### config.mk
export PLATFORM = sky130hd
export DESIGN_NAME = line_rasterizer
export DESIGN_NICKNAME = d
export VERILOG_FILES = /design/src/rtl/line_rasterizer.sv
export SDC_FILE = /design/constraint.sdc
export NUM_CORES = 1
export LEC_CHECK = 0
export CORE_MARGIN = 8
export CORE_UTILIZATION = 25
export CTS_CLUSTER_DIAMETER = 60
export DETAILED_ROUTE_END_ITERATION = 10
export SLEW_MARGIN = 20
export SYNTH_ARGS = -nofsm -noshare
export SYNTH_HDL_FRONTEND = slang
export SYNTH_SLANG_ARGS = --single-unit
### constraint.sdc
create_clock -name clk_in -period 4.3 [get_ports clk_in]
set_input_delay 0.86 -clock clk_in [delete_from_list [all_inputs] [get_ports clk_in]]
set_output_delay 0.86 -clock clk_in [all_outputs]
set_load 0.005 [all_outputs]
### src/rtl/line_rasterizer.sv
// line_rasterizer: Bresenham line walker emitting one pixel per valid/ready handshake.
// Define LINE_RASTER_ADDR_EN to add a registered y*H_PIXELS+x framebuffer address.
module line_rasterizer #(
  parameter logic [23:0] COLOR    = 24'hFF_FF_FF,
  parameter int          H_PIXELS = 1280
) (
  input  logic        clk_in,
  input  logic        rst_in,
  input  logic [10:0] x1_in,
  input  logic [10:0] x2_in,
  input  logic [9:0]  y1_in,
  input  logic [9:0]  y2_in,
  input  logic        cmd_valid_in,
  output logic        cmd_ready_out,
  output logic [10:0] pixel_x_out,
  output logic [9:0]  pixel_y_out,
  output logic [23:0] pixel_color_out,
  output logic [19:0] pixel_addr_out,
  output logic        pixel_valid_out,
  input  logic        pixel_ready_in,
  output logic        pixel_last_out,
  output logic        busy_out,
  output logic [1:0]  state_dbg_out
);

  localparam logic [1:0] S_IDLE  = 2'd0;
  localparam logic [1:0] S_SETUP = 2'd1;
  localparam logic [1:0] S_DRAW  = 2'd2;

  logic [1:0]         state_q, state_d;
  logic [10:0]        x1_q, x1_d, x2_q, x2_d, x_q, x_d;
  logic [9:0]         y1_q, y1_d, y2_q, y2_d, y_q, y_d;
  logic signed [12:0] dx_q, dx_d, dy_q, dy_d, err_q, err_d;
  logic               sx_neg_q, sx_neg_d, sy_neg_q, sy_neg_d;
  logic [10:0]        adx;
  logic [9:0]         ady;
  logic signed [13:0] e2, dx_ext, dy_ext;
  logic               at_end;

  // Both channels use valid/ready: a transfer happens on a rising edge where
  // valid and ready are both high; the sender holds its payload until then.
  assign cmd_ready_out   = (state_q == S_IDLE);
  assign busy_out        = (state_q != S_IDLE);
  assign pixel_valid_out = (state_q == S_DRAW);
  assign at_end          = (x_q == x2_q) && (y_q == y2_q);
  assign pixel_last_out  = pixel_valid_out && at_end;
  assign pixel_color_out = pixel_valid_out ? COLOR : 24'd0;
  assign pixel_x_out     = x_q;
  assign pixel_y_out     = y_q;
  assign state_dbg_out   = state_q;

  assign adx    = (x2_q >= x1_q) ? (x2_q - x1_q) : (x1_q - x2_q);
  assign ady    = (y2_q >= y1_q) ? (y2_q - y1_q) : (y1_q - y2_q);
  assign e2     = {err_q, 1'b0};
  assign dx_ext = {dx_q[12], dx_q};
  assign dy_ext = {dy_q[12], dy_q};

  always_comb begin
    state_d  = state_q;
    x1_d     = x1_q;
    y1_d     = y1_q;
    x2_d     = x2_q;
    y2_d     = y2_q;
    x_d      = x_q;
    y_d      = y_q;
    dx_d     = dx_q;
    dy_d     = dy_q;
    err_d    = err_q;
    sx_neg_d = sx_neg_q;
    sy_neg_d = sy_neg_q;
    case (state_q)
      S_IDLE: begin
        if (cmd_valid_in) begin
          x1_d    = x1_in;
          y1_d    = y1_in;
          x2_d    = x2_in;
          y2_d    = y2_in;
          state_d = S_SETUP;
        end
      end
      S_SETUP: begin
        dx_d     = $signed({2'b00, adx});
        dy_d     = 13'sd0 - $signed({3'b000, ady});
        err_d    = $signed({2'b00, adx}) - $signed({3'b000, ady});
        sx_neg_d = (x2_q < x1_q);
        sy_neg_d = (y2_q < y1_q);
        x_d      = x1_q;
        y_d      = y1_q;
        state_d  = S_DRAW;
      end
      S_DRAW: begin
        if (pixel_ready_in) begin
          if (at_end) begin
            state_d = S_IDLE;
          end else begin
            // Both tests use the pre-step e2, so a diagonal step updates x and y together.
            if (e2 >= dy_ext) begin
              err_d = err_d + dy_q;
              x_d   = sx_neg_q ? (x_q - 11'd1) : (x_q + 11'd1);
            end
            if (e2 <= dx_ext) begin
              err_d = err_d + dx_q;
              y_d   = sy_neg_q ? (y_q - 10'd1) : (y_q + 10'd1);
            end
          end
        end
      end
      default: state_d = S_IDLE;
    endcase
  end

  always_ff @(posedge clk_in or negedge rst_in) begin
    if (!rst_in) begin
      state_q  <= S_IDLE;
      x1_q     <= '0;
      y1_q     <= '0;
      x2_q     <= '0;
      y2_q     <= '0;
      x_q      <= '0;
      y_q      <= '0;
      dx_q     <= '0;
      dy_q     <= '0;
      err_q    <= '0;
      sx_neg_q <= 1'b0;
      sy_neg_q <= 1'b0;
    end else begin
      state_q  <= state_d;
      x1_q     <= x1_d;
      y1_q     <= y1_d;
      x2_q     <= x2_d;
      y2_q     <= y2_d;
      x_q      <= x_d;
      y_q      <= y_d;
      dx_q     <= dx_d;
      dy_q     <= dy_d;
      err_q    <= err_d;
      sx_neg_q <= sx_neg_d;
      sy_neg_q <= sy_neg_d;
    end
  end

`ifdef LINE_RASTER_ADDR_EN
  logic [19:0] addr_q, addr_d;

  // Computed from the next coordinates so the address lands together with x/y.
  assign addr_d         = 20'((32'(y_d) * H_PIXELS) + 32'(x_d));
  assign pixel_addr_out = addr_q;

  always_ff @(posedge clk_in or negedge rst_in) begin
    if (!rst_in) begin
      addr_q <= '0;
    end else begin
      addr_q <= addr_d;
    end
  end
`else
  // The stride only matters for the address path; this folds to a constant zero.
  assign pixel_addr_out = 20'(H_PIXELS) & 20'd0;
`endif

endmodule

==> summary.md <==
| Metric | Value |
|---|---|
| Outcome | finished, final reports clean |
| Fin crit period | around 4200 ps |
| Placed Cells incl. Taps | about 1800 |
| Clock share of power | 0.324 |
| Vias per std cell | between 4 and 5 |
| Starting Density | 0.2538 |
| Ys Warns | 0 |
| Met1 usage | 0.1547 |
| Syn Inst Count | between 1000 and 1500 |
| Avg Inst Size Synth | 8.468 sq um |
| Total of max-cap violations | 0 |
| Async SR Flop Fraction | 1.000 |
| Psw | between 0.0008 and 0.0009 W |
| Peak supply drop | roughly 0.00019 V |
| Die H | 211.6 um |
| Final std cells w/o fill | approximately 1800 |
| GPL Wtd Cong | around 0.9 |
| CTS Buffer Depth | 2 |
| Rows | slightly above 70 |
| WP data required | 4590 ps |
| Initial antenna violation count | 0 |
| Count of cell types in the netlist | 83 |
| Post-layout util | 0.3254 |
| Die Area | 44760 sq um |
| Chip Width | between 200 and 250 um |
| Post-synth EDFFs | 0 |
| Flop-to-flop setup slack | roughly 95 ps |
| Post-synthesis sequential area ratio | 0.2670 |
| CTS tree | built |
| Int Power | 0.001772 W |
| Slew Limit Fails | 0 |
| Area growth syn-to-layout | 28.19% |
| Final net count | ~1500 |
| Critical setup path kind | flip-flop to flip-flop |
| Count leader, synth | o21ai_0 |
| Via count | ~8400 |
| Remaining global-route overflow | 0 |
| Synth Cell Area | between 9000 and 10000 sq um |
| Critical path launch point type | flip-flop |
| DP HPWL | between 20 and 25 mm |
| Routed WL | between 20 and 30 mm |
| Period utilization | 0.9778 |
| WL/cell | 15.50 um |
| Synth Flop Type | dfrtp_1 |
| Clk Latency, worst-skew pair | around 380 ps |
| Setup-failing EPs final | 0 |
| CP endpoint kind | flip-flop |
| Fraction of power spent switching nets | 0.3208 |
| First-pass GRT wire length | approximately 45 mm |
| Synth area leader | dfrtp_1 |
| Critical path endpoint | err_q[11] |
| Total track usage | 0.1241 |
| CTS root buffer | clkbuf_16 |
| RR Endpoint | err_q[11] |
| Vias in the first global route | approximately 8800 |
| Crit path max fanout | 6 |
| Worst hold path class | input port to async pin |
| Worst Path Arrival | ~4500 ps |
| CP startpoint | dy_q[10] |
| DRT Pass-1 Iters | 5 |
| IO buf count | 96 |
| GRT busiest layer | met2 |
| I/O pin count | about 120 |
| Worst-margin pin slew | between 600 and 700 ps |
| Main area contributors after synthesis | dfrtp_1 (27%), ha_1 (15%), o21ai_0 (6.2%) |
| Comb power frac | 0.250 |
| Antenna Violating Nets Remaining | 0 |
| Largest net degree at the start of global routing | between 70 and 80 |
| Max-slew headroom | 0.5553 |
| R2R depth | 19 |
| Reg-to-reg critical path startpoint | dy_q[10] |
| Yosys top cell area share | 0.2670 |
| Clk slew on worst S/H paths | around 80 ps |
| Clock tree sinks | a little over 100 |
| Fmax | around 0.24 GHz |
| FF+latch count, synth | 102 |
| Core box area | around 38000 sq um |
| CTS buffer count | 9 |
| Share of power burned in registers | 0.426 |
| H-tree depth | 3 |
| Commonest cells post-synth | o21ai_0 (118), ha_1 (114), inv_1 (108) |
| Fin. Hold Viols | 0 |
| N_diodes | 0 |
| RSZ-0062 raised after global routing | yes |
| GR Layer Usage met2 | 0.2195 |
| Layout cells sized above 1 | 0.1864 |
| Met3 Track Usage GR | 0.01715 |
| Clk_skew | 15.78 ps |
| DRC Markers | 0 |
| Power per standard cell area | between 200 and 250 nW/um^2 |
| 1st-iter DRT viols | between 300 and 400 |
| Leak | between 5 and 6 nW |
==> logic make-up (layout without fill, tap and decap cells) <==
family          Yosys count  in the layout  share of synthesized area
xor+xnor                 82             82                    0.07512
fa+ha+maj               123            123                     0.1680
simple gates            264            264                     0.1314
compound gates          336            336                     0.2260
flops                   102            102                     0.2670
mux                      32             32                    0.03677
other cells               1             20                  0.0003922
buf+inv                 189            339                    0.09527
==> layout by cell type (no fill, tap or decap), types with 11 or more instances in the layout <==
cell	netlist	routed
buf_4	45	116
inv_1	108	105
o21ai_0	118	103
ha_1	114	103
nand2_1	101	101
dfrtp_1	102	100
clkdlybuf4s50_1	0	95
xnor2_1	67	65
a21oi_1	71	63
nor2_1	52	51
a21o_1	27	27
conb_1	1	20
nand3_1	20	19
nor3_1	21	19
nor2b_1	16	15
o21ai_1	3	14
mux2_2	18	14
xor2_1	15	14
o211ai_1	13	13
mux2i_1	12	11
==> state kept, by name, indices dropped and copies added (netlist names), 2 cells and up <==
register	count
y1_q	10
x1_q	11
pixel_y_out	10
x2_q	11
pixel_x_out	11
state_dbg_out	2
dx_q	11
err_q	13
y2_q	10
dy_q	11
==> worst min-delay path by stage <==
stage | to | slack [ps]
after CTS | dx_q[1] | 530
after global routing | x1_q[2] | 420
after detailed placement | dx_q[1] | 510
after global placement | dy_q[7] | 510
after floorplan | dx_q[1] | 470
final | x1_q[2] | 400
==> worst max-delay path, cell delays in order, from the launching register on <==
cell	delay, ps
dfrtp_1	400
inv_4	70
ha_4	260
o21a_1	130
o21ai_2	80
a211oi_2	240
a21oi_2	110
mux2i_4	280
buf_6	170
mux2_4	320
ha_4	170
or3_4	380
o211a_1	250
o21a_1	210
o21a_2	260
o221ai_4	240
xnor2_2	110
a221oi_2	240
o21ai_1	130
o221ai_2	70
==> final cells by class <==
class / instances / area, sq um
fillers: 3988 / 25410
multi-input cells: 857 / 6476
flip-flops and latches: 102 / 2555
repair buffers: 214 / 1881
well taps: 511 / 639.4
inverters: 109 / 411.6
clock buffers: 10 / 239.0
clock inverters: 6 / 53.80
==> routing by layer <==
layer	vias to the layer above	part of all wire
li1	4197	-
met1	4024	0.46
met2	154	0.49
met3	33	0.033
met4	0	0.019
met5	-	0
==> through the flow <==
stage	setup slack [ps]	instance area, sq um	setup TNS [ps]	power [W]	hold WS [ps]
after floorplan	13.71	9641	0	0.001468	474.3
after global placement	-14.45	11480	-14.45	0.001747	505.6
after detailed placement	-101.5	11480	-235.1	0.001767	509.9
after CTS	15.66	11820	0	0.002617	531.0
after global routing	-51.78	12260	-90.98	0.002747	419.4
final	95.30	12260	0	0.002608	403.0
==> repair_timing <==
item                                   CTS  global route
pin swaps                                3            35
endpoints found under the hold margin    0             0
buffers inserted                         1            20
setup endpoints to repair                4             6
hold buffers                             0             0
resized for setup                       10            64
==> power by group through the flow <==
stage                     registers, W  logic, W  clock network [W]
final                          0.00111  0.000653           0.000845
after global routing           0.00112  0.000730           0.000897
after CTS                      0.00111  0.000644           0.000861
after detailed placement       0.00113  0.000637                  0
after global placement         0.00113  0.000619                  0
after floorplan                0.00110  0.000365                  0
No activity file was read; power rests on OpenSTA's default activity.
